$ cat src/rtl/vm_pkg.sv
`default_nettype none
// ============================================================================
// Module      : vm_pkg
// Description : Coin code constants shared between the coin acceptor and the
//               vending FSM that consumes its 2-bit coin code.
// Contents    : coin_t (2-bit coin code type)
//               COIN_NONE / COIN_5 / COIN_10 code values
// Revision    : 1.0 - initial release
// ============================================================================
package vm_pkg;

  typedef logic [1:0] coin_t;

  localparam coin_t COIN_NONE = 2'b00;
  localparam coin_t COIN_5    = 2'b01;
  localparam coin_t COIN_10   = 2'b10;

endpackage : vm_pkg
`default_nettype wire

$ cat src/rtl/coin_debounce.sv
`default_nettype none
// ============================================================================
// Module      : coin_debounce
// Description : One coin slot front end: two-flop synchronizer, consecutive-
//               cycle debounce filter and a one-cycle pulse on each accepted
//               low-to-high change of the debounced level.
// Ports       : clk  - clock
//               rst  - asynchronous reset, active low
//               raw  - asynchronous sensor line
//               rise - one-cycle pulse, debounced level just went high
// Revision    : 1.0 - initial release
// ============================================================================
module coin_debounce #(
  parameter int DEB_CYCLES = 4  // legal range 2..15
) (
  input  logic clk,
  input  logic rst,
  input  logic raw,
  output logic rise
);

  localparam logic [3:0] C_LAST = 4'(DEB_CYCLES - 1);

  logic       r_sync1;
  logic       r_sync2;
  logic       r_level;
  logic [3:0] r_cnt;
  logic       r_rise;

  always_ff @(posedge clk or negedge rst) begin
    if (!rst) begin
      r_sync1 <= 1'b0;
      r_sync2 <= 1'b0;
      r_level <= 1'b0;
      r_cnt   <= '0;
      r_rise  <= 1'b0;
    end else begin
      r_sync1 <= raw;
      r_sync2 <= r_sync1;
      r_rise  <= 1'b0;
      if (r_sync2 != r_level) begin
        // The cycle the counter would reach DEB_CYCLES is the flip cycle.
        if (r_cnt == C_LAST) begin
          r_level <= ~r_level;
          r_cnt   <= '0;
          r_rise  <= ~r_level;  // only a 0->1 change is a coin event
        end else begin
          r_cnt <= r_cnt + 4'd1;
        end
      end else begin
        r_cnt <= '0;
      end
    end
  end

  assign rise = r_rise;

endmodule : coin_debounce
`default_nettype wire

$ cat src/rtl/coin_acceptor.sv
`default_nettype none
// ============================================================================
// Module      : coin_acceptor
// Description : Two-slot coin acceptor. Debounced coin events are queued in a
//               small FIFO and issued one per cycle as a 2-bit coin code to
//               the vending FSM; coins that cannot be accepted are returned.
// Ports       : clk         - clock
//               rst         - asynchronous reset, active low
//               coin5_raw   - 5-unit slot sensor (asynchronous)
//               coin10_raw  - 10-unit slot sensor (asynchronous)
//               enable      - downstream accepts coins (0 = return coins)
//               hold        - downstream busy, stall code issue
//               coin_code   - registered coin code (00 none, 01 five, 10 ten)
//               coin_return - one-cycle pulse per rejected coin
//               overflow    - sticky, a coin was rejected on a full queue
//               fifo_count  - number of queued coin events
// Revision    : 1.0 - initial release
// ============================================================================
module coin_acceptor
  import vm_pkg::*;
#(
  parameter int DEB_CYCLES = 4,  // 2..15
  parameter int FIFO_DEPTH = 4   // power of two, 2..16
) (
  input  logic                          clk,
  input  logic                          rst,
  input  logic                          coin5_raw,
  input  logic                          coin10_raw,
  input  logic                          enable,
  input  logic                          hold,
  output logic [1:0]                    coin_code,
  output logic                          coin_return,
  output logic                          overflow,
  output logic [$clog2(FIFO_DEPTH):0]   fifo_count
);

  localparam int AW = $clog2(FIFO_DEPTH);
  localparam int CW = AW + 1;
  localparam logic [CW-1:0] C_FULL = CW'(FIFO_DEPTH);

  logic          w_rise5;
  logic          w_rise10;
  logic          w_pop;
  logic          w_full;
  logic          w_have;
  coin_t         w_coin;
  logic          w_pend_next;
  logic          w_push;
  logic          w_reject;
  logic          w_ovf_set;

  logic          r_pend10;
  coin_t         r_mem [FIFO_DEPTH];
  logic [AW-1:0] r_wr;
  logic [AW-1:0] r_rd;
  logic [CW-1:0] r_count;
  coin_t         r_code;
  logic          r_ret;
  logic          r_ovf;

  coin_debounce #(.DEB_CYCLES(DEB_CYCLES)) u_deb5 (
    .clk  (clk),
    .rst  (rst),
    .raw  (coin5_raw),
    .rise (w_rise5)
  );

  coin_debounce #(.DEB_CYCLES(DEB_CYCLES)) u_deb10 (
    .clk  (clk),
    .rst  (rst),
    .raw  (coin10_raw),
    .rise (w_rise10)
  );

  // One coin is handled per cycle: a new 5 first, then a parked 10, then a
  // new 10. A 10 that collides with a 5 is parked for the following cycle.
  always_comb begin
    w_pop       = (r_count != '0) && !hold;
    w_full      = (r_count == C_FULL);
    w_have      = 1'b0;
    w_coin      = COIN_NONE;
    w_pend_next = r_pend10;
    if (w_rise5) begin
      w_have = 1'b1;
      w_coin = COIN_5;
      if (w_rise10) w_pend_next = 1'b1;
    end else if (r_pend10) begin
      w_have      = 1'b1;
      w_coin      = COIN_10;
      w_pend_next = w_rise10;  // slot freed this cycle, so a new 10 may park
    end else if (w_rise10) begin
      w_have = 1'b1;
      w_coin = COIN_10;
    end
    // A pop in the same cycle frees a slot, so a full queue still accepts.
    w_push    = w_have && enable && (!w_full || w_pop);
    w_reject  = w_have && !w_push;
    w_ovf_set = w_have && enable && w_full && !w_pop;
  end

  always_ff @(posedge clk or negedge rst) begin
    if (!rst) begin
      r_pend10 <= 1'b0;
      r_wr     <= '0;
      r_rd     <= '0;
      r_count  <= '0;
      r_code   <= COIN_NONE;
      r_ret    <= 1'b0;
      r_ovf    <= 1'b0;
    end else begin
      r_pend10 <= w_pend_next;
      r_ret    <= w_reject;
      if (w_ovf_set) r_ovf <= 1'b1;
      if (w_push) r_wr <= r_wr + 1'b1;
      if (w_pop)  r_rd <= r_rd + 1'b1;
      r_code  <= w_pop ? r_mem[r_rd] : COIN_NONE;
      r_count <= r_count + CW'(w_push) - CW'(w_pop);
    end
  end

  // Storage needs no reset: entries are only read behind the write pointer.
  always_ff @(posedge clk) begin
    if (w_push) r_mem[r_wr] <= w_coin;
  end

  assign coin_code   = r_code;
  assign coin_return = r_ret;
  assign overflow    = r_ovf;
  assign fifo_count  = r_count;

endmodule : coin_acceptor
`default_nettype wire

$ cat config.mk
export PLATFORM = sky130hd
export DESIGN_NAME = coin_acceptor
export DESIGN_NICKNAME = d
export VERILOG_FILES = /design/src/rtl/vm_pkg.sv /design/src/rtl/coin_debounce.sv /design/src/rtl/coin_acceptor.sv
export SDC_FILE = /design/constraint.sdc
export NUM_CORES = 1
export LEC_CHECK = 0
export CAP_MARGIN = 20
export CORE_UTILIZATION = 45
export DETAILED_ROUTE_END_ITERATION = 10
export GPL_TIMING_DRIVEN = 0
export PLACE_DENSITY_LB_ADDON = 0.12
export RECOVER_POWER = 50
export SETUP_SLACK_MARGIN = 0.5
export SKIP_LAST_GASP = 1
export SYNTH_ARGS = -nofsm -noshare
export SYNTH_HDL_FRONTEND = slang
export SYNTH_HIERARCHICAL = 1
export SYNTH_SLANG_ARGS = --single-unit
export TNS_END_PERCENT = 1
$ cat constraint.sdc
create_clock -name clk -period 2.6 [get_ports clk]
set_input_delay 0.65 -clock clk [delete_from_list [all_inputs] [get_ports clk]]
set_output_delay 0.65 -clock clk [all_outputs]
set_load 0.02 [all_outputs]
==> key figures, run 1 <==
Run status
  – Result of the run: finished clean

Timing
  – Setup repair after global routing missed its margin: yes
  – Fin. Hold Viols: 0
  – Achievable Freq: between 400 and 500 MHz
  – Number of slew-limit violations in the final report: 0
  – Worst clock skew: 0.0100 ns
  – Slew at the pin closest to its max-slew limit: 1.07 ns
  – # setup viols final: 0
  – Share of the cycle needed by the critical path after routing: 85.6%
  – Fin crit period: 2.23 ns
  – Worst rel slew slack: around 29%

Drt
  – Number of vias after detailed routing: 863
  – Number of DRC markers after the initial detailed-route iteration: 29
  – Count of TritonRoute iterations in the first routing pass: 4
  – Remaining antenna violation count after routing: 0
  – Drt drc: 0
  – Average wire length per cell after detail routing: 12.7 µm
  – Via count normalized by instance count: 4.99
  – Total wire length after detailed routing: about 2200 µm

Setup path
  – Capture point of the worst reg-to-reg path: fifo_count[2]
  – Required @ worst endpoint: 2.81 ns
  – Worst setup EP type: flip-flop
  – Depth of the most critical reg-to-reg path: 9
  – Path type of the worst setup path: flip-flop to flip-flop
  – Internal reg-to-reg setup slack: 0.37 ns
  – Worst Path Max Fanout: 5
  – Slowest stage delay, CP: 0.47 ns
  – List of cells traversed by the critical path: nor3_1 -> nor2_4 -> ha_1 -> inv_1 -> ha_1 -> inv_1 -> fa_2 -> xnor2_2 -> xnor2_1
  – Worst Path Arrival: 2.44 ns
  – Critical path's slowest cell: dfrtp_1
  – Worst setup SP type: flip-flop
  – Worst r2r src: fifo_count[1]

Clock network
  – Number of buffers on the longest clock path: 2
  – H-tree depth: 2
  – TritonCTS Sinks: 36
  – Clk root buf: clkbuf_4
  – Clock transition at the registers of the reported paths: approximately 0.10 ns
  – TritonCTS Buffers: 5
  – TritonCTS clock tree: built
  – Insertion delay to the later sink of the worst-skew pair: 0.33 ns
  – Hold buffer count at cts: 0

Min path
  – Worst hold path type: flip-flop to flip-flop
  – Hold Path Stages: 0
  – Hold Path Origin: u_deb5/r_sync1
  – Sink of the worst hold path: u_deb5/r_sync2

Logic synthesis
  – Xor/xnor share of the synthesized area: 3.98%
  – Number of warnings reported in the yosys synthesis log: 6
  – Share of synthesized area spent on multiplexers: 5.61%
  – Yosys cell types: 29
  – Post-Synthesis Cells: 104
  – Largest family of logic cells by synthesized area: simple AND/OR/NAND/NOR gates
  – Area share of and/or/nand/nor cells after synthesis: between 10 and 15%
  – Synthesized area divided by synthesized cell count: 14.8 µm²
  – Netlist area before placement: 0.00154 mm²
  – Adder-cell share of the synthesized area: about 8.4%
  – Compound-cell area share of the yosys netlist: approximately 4.5%
  – Yosys reg bits: 36
  – Post-Syn Nets: 119
  – Sequential element share of the synthesized area: 61.1%

Pwr
  – Lkg Pwr: about 0.8 nW
  – Fraction of power consumed by sequential logic: between 40 and 50%
  – Clock power share: 19.5%
  – Design internal power: between 1 and 1.5 mW
  – Switching share of power: 32.1%
  – Worst IR drop on VDD: approximately 0.39 mV
  – Combinational share of power: 31.3%
  – Switching power: 0.545 mW
  – Total power density per cell area: 937 mW/mm²

Place
  – HPWL after DPL: 1560 µm
  – # port buffers: 12
  – Count of placed standard cells including taps: 161
  – Global placer's final weighted congestion: 0.689

GRT
  – Residual overflow from global routing: 0
  – First-pass GRT wire length: between 3000 and 4000 µm
  – Maximum number of pins on one net before global-route repair: 21
  – Antenna violations before repair: 0
  – Global Route Usage Sum: 14.8%
  – Via count of the first global-routing pass: 823

Finish
  – Inserted Diodes: 0
  – Non-Filler Instances: about 170
  – Final nets: 143
  – Relative area change from synthesis to final layout: 17.5%
  – Filler cell count: 281
  – Utilization after layout: 57.4%
  – Share of post-route cells with drive strength above 1: 20.2%

Floorplan
  – Floorplan die width: 60.5 µm
  – Die area: 0.00366 mm²
  – Starting utilization of the core area: between 40% and 50%
  – Core area: 0.00315 mm²
  – Top-Level Pins: 13
  – Cell row count: 20
  – Die Ht: 60.5 µm

Job
  – Max-cap violations: 0
[flip-flops by register name, indices dropped and copies added, names as in the netlist]
register         cells
r_mem                8
u_deb10/r_cnt        4
u_deb5/r_cnt         4
fifo_count           3
coin_code            2
r_rd                 2
r_wr                 2
coin_return          1
overflow             1
r_pend10             1
u_deb10/r_level      1
u_deb10/r_sync1      1
u_deb10/r_sync2      1
u_deb10/rise         1
u_deb5/r_level       1
u_deb5/r_sync1       1
u_deb5/r_sync2       1
u_deb5/rise          1
[cell type report]
type,instances,area (µm²),area share [%]
Sequential cell,36,942,52.1
Multi-Input combinational cell,62,573,31.7
Timing Repair Buffer,17,148,8.16
Clock buffer,8,68.8,3.80
Tap cell,44,55.1,3.04
Inverter,6,22.5,1.24
[metal layers]
layer  GRT usage [%]  share of wire [%]
met5               0                  0
met4            8.77                1.4
met3            5.12                3.7
met2            24.6                 49
met1            16.5                 46
[worst max-delay path: cells and delay by family (launching register included)]
kind / cells / cell delay [ns]
adder cells (fa/ha/maj): 3 / 0.77
AND/OR/NAND/NOR: 2 / 0.50
flip-flops: 1 / 0.47
XOR/XNOR: 2 / 0.26
buffers and inverters: 2 / 0.11
[cell usage after synthesis]
cell	instances	area (µm²)
nor3b_1	1	7.51
nor2b_1	2	12.5
edfxtp_1	8	240
nand2b_1	2	12.5
nand3_1	1	5.00
o31ai_4	1	21.3
mux4_1	1	26.3
nor3_1	4	20.0
xnor2_1	5	43.8
nor4_2	2	25.0
nand3b_1	2	15.0
dfrtp_1	28	701
fa_1	1	20.0
a21oi_1	4	20.0
a31oi_4	1	21.3
and3b_2	2	20.0
and4_1	2	17.5
o21bai_1	1	7.51
maj3_1	1	10.0
ha_1	8	100
and2_1	2	12.5
nor3b_2	2	25.0
mux2_1	2	22.5
and2_2	4	30.0
nor2_1	7	26.3
xor2_1	2	17.5
mux2_4	1	15.0
inv_1	6	22.5
mux4_2	1	22.5
[timing repair]
item / 4_1_cts / 5_1_grt
hold endpoints to repair: 0 / 0
pin swaps: 0 / 2
resized for setup: 7 / 6
endpoints found under the setup margin: 3 / 3
setup buffers: 1 / 3
[metrics by stage]
stage                     instance area (µm²)  hold WS, ns  TNS, ns  worst slack (ns)  power [mW]
after CTS                                1830        0.371        0             0.498        1.73
final                                    1810        0.368        0             0.373        1.70
after floorplan                          1540        0.331        0             0.413        1.18
after detailed placement                 1730        0.349   -0.476            -0.276        1.36
after global placement                   1720        0.337   -0.406            -0.232        1.33
after global routing                     1810        0.374        0             0.234        1.82
[cells by family (layout without fill, tap and decap cells)]
group / Yosys count / count (layout)
XOR/XNOR: 7 / 7
flip-flops: 36 / 36
AND/OR/NAND/NOR: 33 / 33
buffers and inverters: 6 / 31
adder cells (fa/ha/maj): 10 / 10
multiplexers: 5 / 5
AO/OA/AOI/OAI: 7 / 7
[layout by cell type, fill, tap and decap left out, types with 3 or more instances in the layout]
master	instances
dfrtp_1	27
edfxtp_1	8
nor3b_1	3
clkbuf_1	4
clkdlybuf4s50_1	6
a21oi_1	4
and2_2	4
nor3_1	4
dlygate4sd3_1	3
xnor2_1	4
clkbuf_4	6
nor2_1	5
ha_1	8
inv_1	5
[how the worst max path moves through the flow]
stage,from,end,slack (ns),cells after the start
6_report,fifo_count[1],fifo_count[2],0.37,9
5_1_grt,rst,fifo_count[2],0.23,2
4_1_cts,fifo_count[1],fifo_count[2],0.50,9
3_5_place_dp,enable,fifo_count[2],-0.28,11
3_3_place_gp,enable,fifo_count[2],-0.23,11
2_1_floorplan,enable,fifo_count[2],0.41,10
[power groups by stage]
| stage | Combinational (mW) | Clock [mW] | Sequential, mW |
|---|---|---|---|
| after CTS | 0.546 | 0.346 | 0.841 |
| after floorplan | 0.304 | 0 | 0.874 |
| after global routing | 0.598 | 0.366 | 0.854 |
| final | 0.531 | 0.331 | 0.834 |
| after global placement | 0.498 | 0 | 0.835 |
| after detailed placement | 0.519 | 0 | 0.845 |
Power figures use the tool's default switching activity.
==> run 2: changes to the inputs <==
- GPL_TIMING_DRIVEN: 0 -> not set
==> run 2 against run 1 <==
Compared with the run above: non-clock buffer count increased by 5; first-iteration DRC count increased by 10%; worst setup slack improved by 0.15 ns; via count increased by 2.0%; worst hold slack got worse by 0.0075 ns; utilization increased by 2.4 points; sequential power about the same; cell area increased by 4.2%; critical path type is now flip-flop to primary output.
==> key figures, run 2 (synthesized netlist as in run 1, its figures left out) <==
Place
  – Count of placed standard cells including taps: 164 (was 161)
  – Worst slack at placement: -0.106 ns (was -0.276 ns)
  – HPWL after DPL: 1550 µm (was 1560 µm)
  – Placement-stage cell area: 0.00175 mm² (was 0.00173 mm²)
  – # port buffers: 12 (unchanged)
  – Global placer's final weighted congestion: 0.699 (was 0.689)

Timing
  – Worst rel slew slack: 73.8% (was 28.9%)
  – Achievable Freq: 481 MHz (was 449 MHz)
  – Final TNS setup: 0 ns (unchanged)
  – Worst clock skew: 0.00794 ns (was 0.0100 ns)
  – Slew at the pin closest to its max-slew limit: 0.390 ns (was 1.07 ns)
  – Fin crit period: 2.08 ns (was 2.23 ns)
  – # setup viols final: 0 (unchanged)
  – Setup repair after global routing missed its margin: yes (unchanged)
  – Post-route worst setup slack: 0.523 ns (was 0.373 ns)
  – Share of the cycle needed by the critical path after routing: 79.9% (was 85.6%)
  – Number of slew-limit violations in the final report: 0 (unchanged)
  – Fin. Hold Viols: 0 (unchanged)
  – Worst hold slack across all endpoints: 0.361 ns (was 0.368 ns)

Setup path
  – Number of buffers and inverters on the critical path: 1 (was 2)
  – Worst setup SP type: flip-flop (unchanged)
  – Number of gates on the worst path with buffers counted: 1 (was 9)
  – Depth of the most critical reg-to-reg path: 10 (was 9)
  – Worst setup EP type: primary output (was flip-flop)
  – Slowest stage delay, CP: 0.63 ns (was 0.47 ns)
  – Internal reg-to-reg setup slack: 0.57 ns (was 0.37 ns)
  – Largest delay contributor family on the critical path: buffers and inverters (was adder cells)
  – Critical path's slowest cell: clkdlybuf4s50_1 (was dfrtp_1)
  – Worst Path Max Fanout: 5 (unchanged)
  – List of cells traversed by the critical path: clkdlybuf4s50_1 (was nor3_1 -> nor2_4 -> ha_1 -> inv_1 -> ha_1 -> inv_1 -> fa_2 -> xnor2_2 -> xnor2_1)
  – Path type of the worst setup path: flip-flop to primary output (was flip-flop to flip-flop)
  – Required @ worst endpoint: 1.95 ns (was 2.81 ns)
  – Worst Path Arrival: 1.43 ns (was 2.44 ns)

GRT
  – Residual overflow from global routing: 0 (unchanged)
  – Global Route Usage Sum: 14.6% (was 14.8%)
  – Maximum number of pins on one net before global-route repair: 29 (was 21)
  – Global routing met2 resource utilization: 24.3% (was 24.6%)
  – Via count of the first global-routing pass: 894 (was 823)
  – Grt met1 use: 15.3% (was 16.5%)
  – Busiest layer in global routing: met2 (unchanged)
  – Met3 global-route usage: 7.04% (was 5.12%)
  – Antenna violations before repair: 0 (unchanged)
  – First-pass GRT wire length: 3680 µm (was 3710 µm)

Finish
  – Largest register by flop count: r_mem (unchanged)
  – Largest registers ranked by flip-flop count: r_mem (8), u_deb10/r_cnt (4), u_deb5/r_cnt (4) (unchanged)
  – Number of flip-flops in the largest register: 8 (unchanged)
  – Utilization after layout: 59.8% (was 57.4%)
  – Final nets: 148 (was 143)
  – Cell area after layout: 0.00189 mm² (was 0.00181 mm²)
  – Inserted Diodes: 0 (unchanged)
  – Share of post-route cells with drive strength above 1: 27.6% (was 20.2%)
  – Most used cells in the layout excluding fill and tap cells: dfrtp_1 (26), buf_4 (9), ha_1 (8), edfxtp_1 (8), clkdlybuf4s50_1 (7) (was dfrtp_1 (27), ha_1 (8), edfxtp_1 (8))
  – Relative area change from synthesis to final layout: 22.4% (was 17.5%)
  – Non-Filler Instances: 178 (was 173)
  – Commonest non-fill, non-tap cell in the layout: dfrtp_1 (unchanged)

Pwr
  – Fraction of power consumed by sequential logic: 46.9% (was 49.2%)
  – Lkg Pwr: 0.812 nW (was 0.779 nW)
  – Clock power share: 21.5% (was 19.5%)
  – Worst IR drop on VDD: 0.489 mV (was 0.390 mV)
  – Total power density per cell area: 941 mW/mm² (was 937 mW/mm²)
  – Switching share of power: 31.4% (was 32.1%)
  – Total power consumption of the routed design: 1.77 mW (was 1.70 mW)
  – Switching power: 0.557 mW (was 0.545 mW)
  – Combinational share of power: 31.6% (was 31.3%)
  – Design internal power: 1.22 mW (was 1.15 mW)

Clock network
  – Hold buffer count at cts: 0 (unchanged)
  – TritonCTS Sinks: 36 (unchanged)
  – Number of buffers on the longest clock path: 2 (unchanged)
  – Clk root buf: clkbuf_4 (unchanged)
  – Insertion delay to the later sink of the worst-skew pair: 0.34 ns (was 0.33 ns)
  – Clock transition at the registers of the reported paths: 0.10 ns (about the same)
  – TritonCTS clock tree: built (unchanged)
  – H-tree depth: 2 (unchanged)
  – TritonCTS Buffers: 5 (unchanged)

Run status
  – Result of the run: finished clean (unchanged)

Floorplan
  – Top-Level Pins: 13 (unchanged)
  – Core area: 0.00315 mm² (unchanged)
  – Die area: 0.00366 mm² (unchanged)
  – Floorplan die width: 60.5 µm (unchanged)
  – Cell row count: 20 (unchanged)
  – Die Ht: 60.5 µm (unchanged)
  – Starting utilization of the core area: 48.8% (unchanged)

Drt
  – Drt drc: 0 (unchanged)
  – Average wire length per cell after detail routing: 12.1 µm (was 12.7 µm)
  – Count of TritonRoute iterations in the first routing pass: 4 (unchanged)
  – Number of DRC markers after the initial detailed-route iteration: 32 (was 29)
  – Number of vias after detailed routing: 880 (was 863)
  – Remaining antenna violation count after routing: 0 (unchanged)
  – Total wire length after detailed routing: 2160 µm (was 2200 µm)
  – Via count normalized by instance count: 4.94 (was 4.99)

Min path
  – Worst hold path type: flip-flop to flip-flop (unchanged)
  – Hold Path Stages: 0 (unchanged)

Job
  – Max-cap violations: 0 (unchanged)
-- run 2: changes by cell type in the layout (fill, tap and decap cells not counted), moves of 2 or more --
cell | before | now
buf_4 | 1 | 9
clkbuf_1 | 4 | 1
clkbuf_8 | 2 | 0
nor3b_1 | 3 | 1
nor3b_2 | 0 | 2
-- run 2: power by group through the flow --
| stage | Clock, mW | Combinational, mW | Sequential (mW) |
|---|---|---|---|
| floorplan | 0 | 0.304 | 0.874 |
| global placement | 0 | 0.511 | 0.838 |
| detailed placement | 0 | 0.528 | 0.844 |
| CTS | 0.397 | 0.544 | 0.834 |
| global route | 0.426 | 0.632 | 0.856 |
| finish | 0.382 | 0.560 | 0.833 |
-- run 2: final cells by class --
class | count | area, µm²
Timing Repair Buffer | 22 | 190
Sequential cell | 36 | 943
Multi-Input combinational cell | 62 | 594
Fill cell | 257 | 1270
Inverter | 6 | 22.5
Clock inverter | 3 | 42.5
Clock buffer | 5 | 37.5
Tap cell | 44 | 55.1
-- run 2: final timing paths --
check | startpoint | to
worst max-delay path | fifo_count[2] | fifo_count[2]
worst min-delay path | u_deb5/r_sync1 | u_deb5/r_sync2
worst max register to register | u_deb5/rise | fifo_count[2]
worst min register to register | u_deb5/r_sync1 | u_deb5/r_sync2
max in group asynchronous | rst | fifo_count[2]
min in group asynchronous | rst | r_rd[0]
-- run 2: repair_timing --
action / 4_1_cts / 5_1_grt
resized for setup: 3 / 5
endpoints found under the setup margin: 3 / 4
pin swaps: 0 / 2
setup buffers: 0 / 6
-- run 2: routing by layer --
metal | wire (µm) | up-vias
met4 | 68 | 0
met5 | 0 | -
met1 | 907 | 431
met3 | 124 | 9
li1 | - | 420
met2 | 1060 | 20
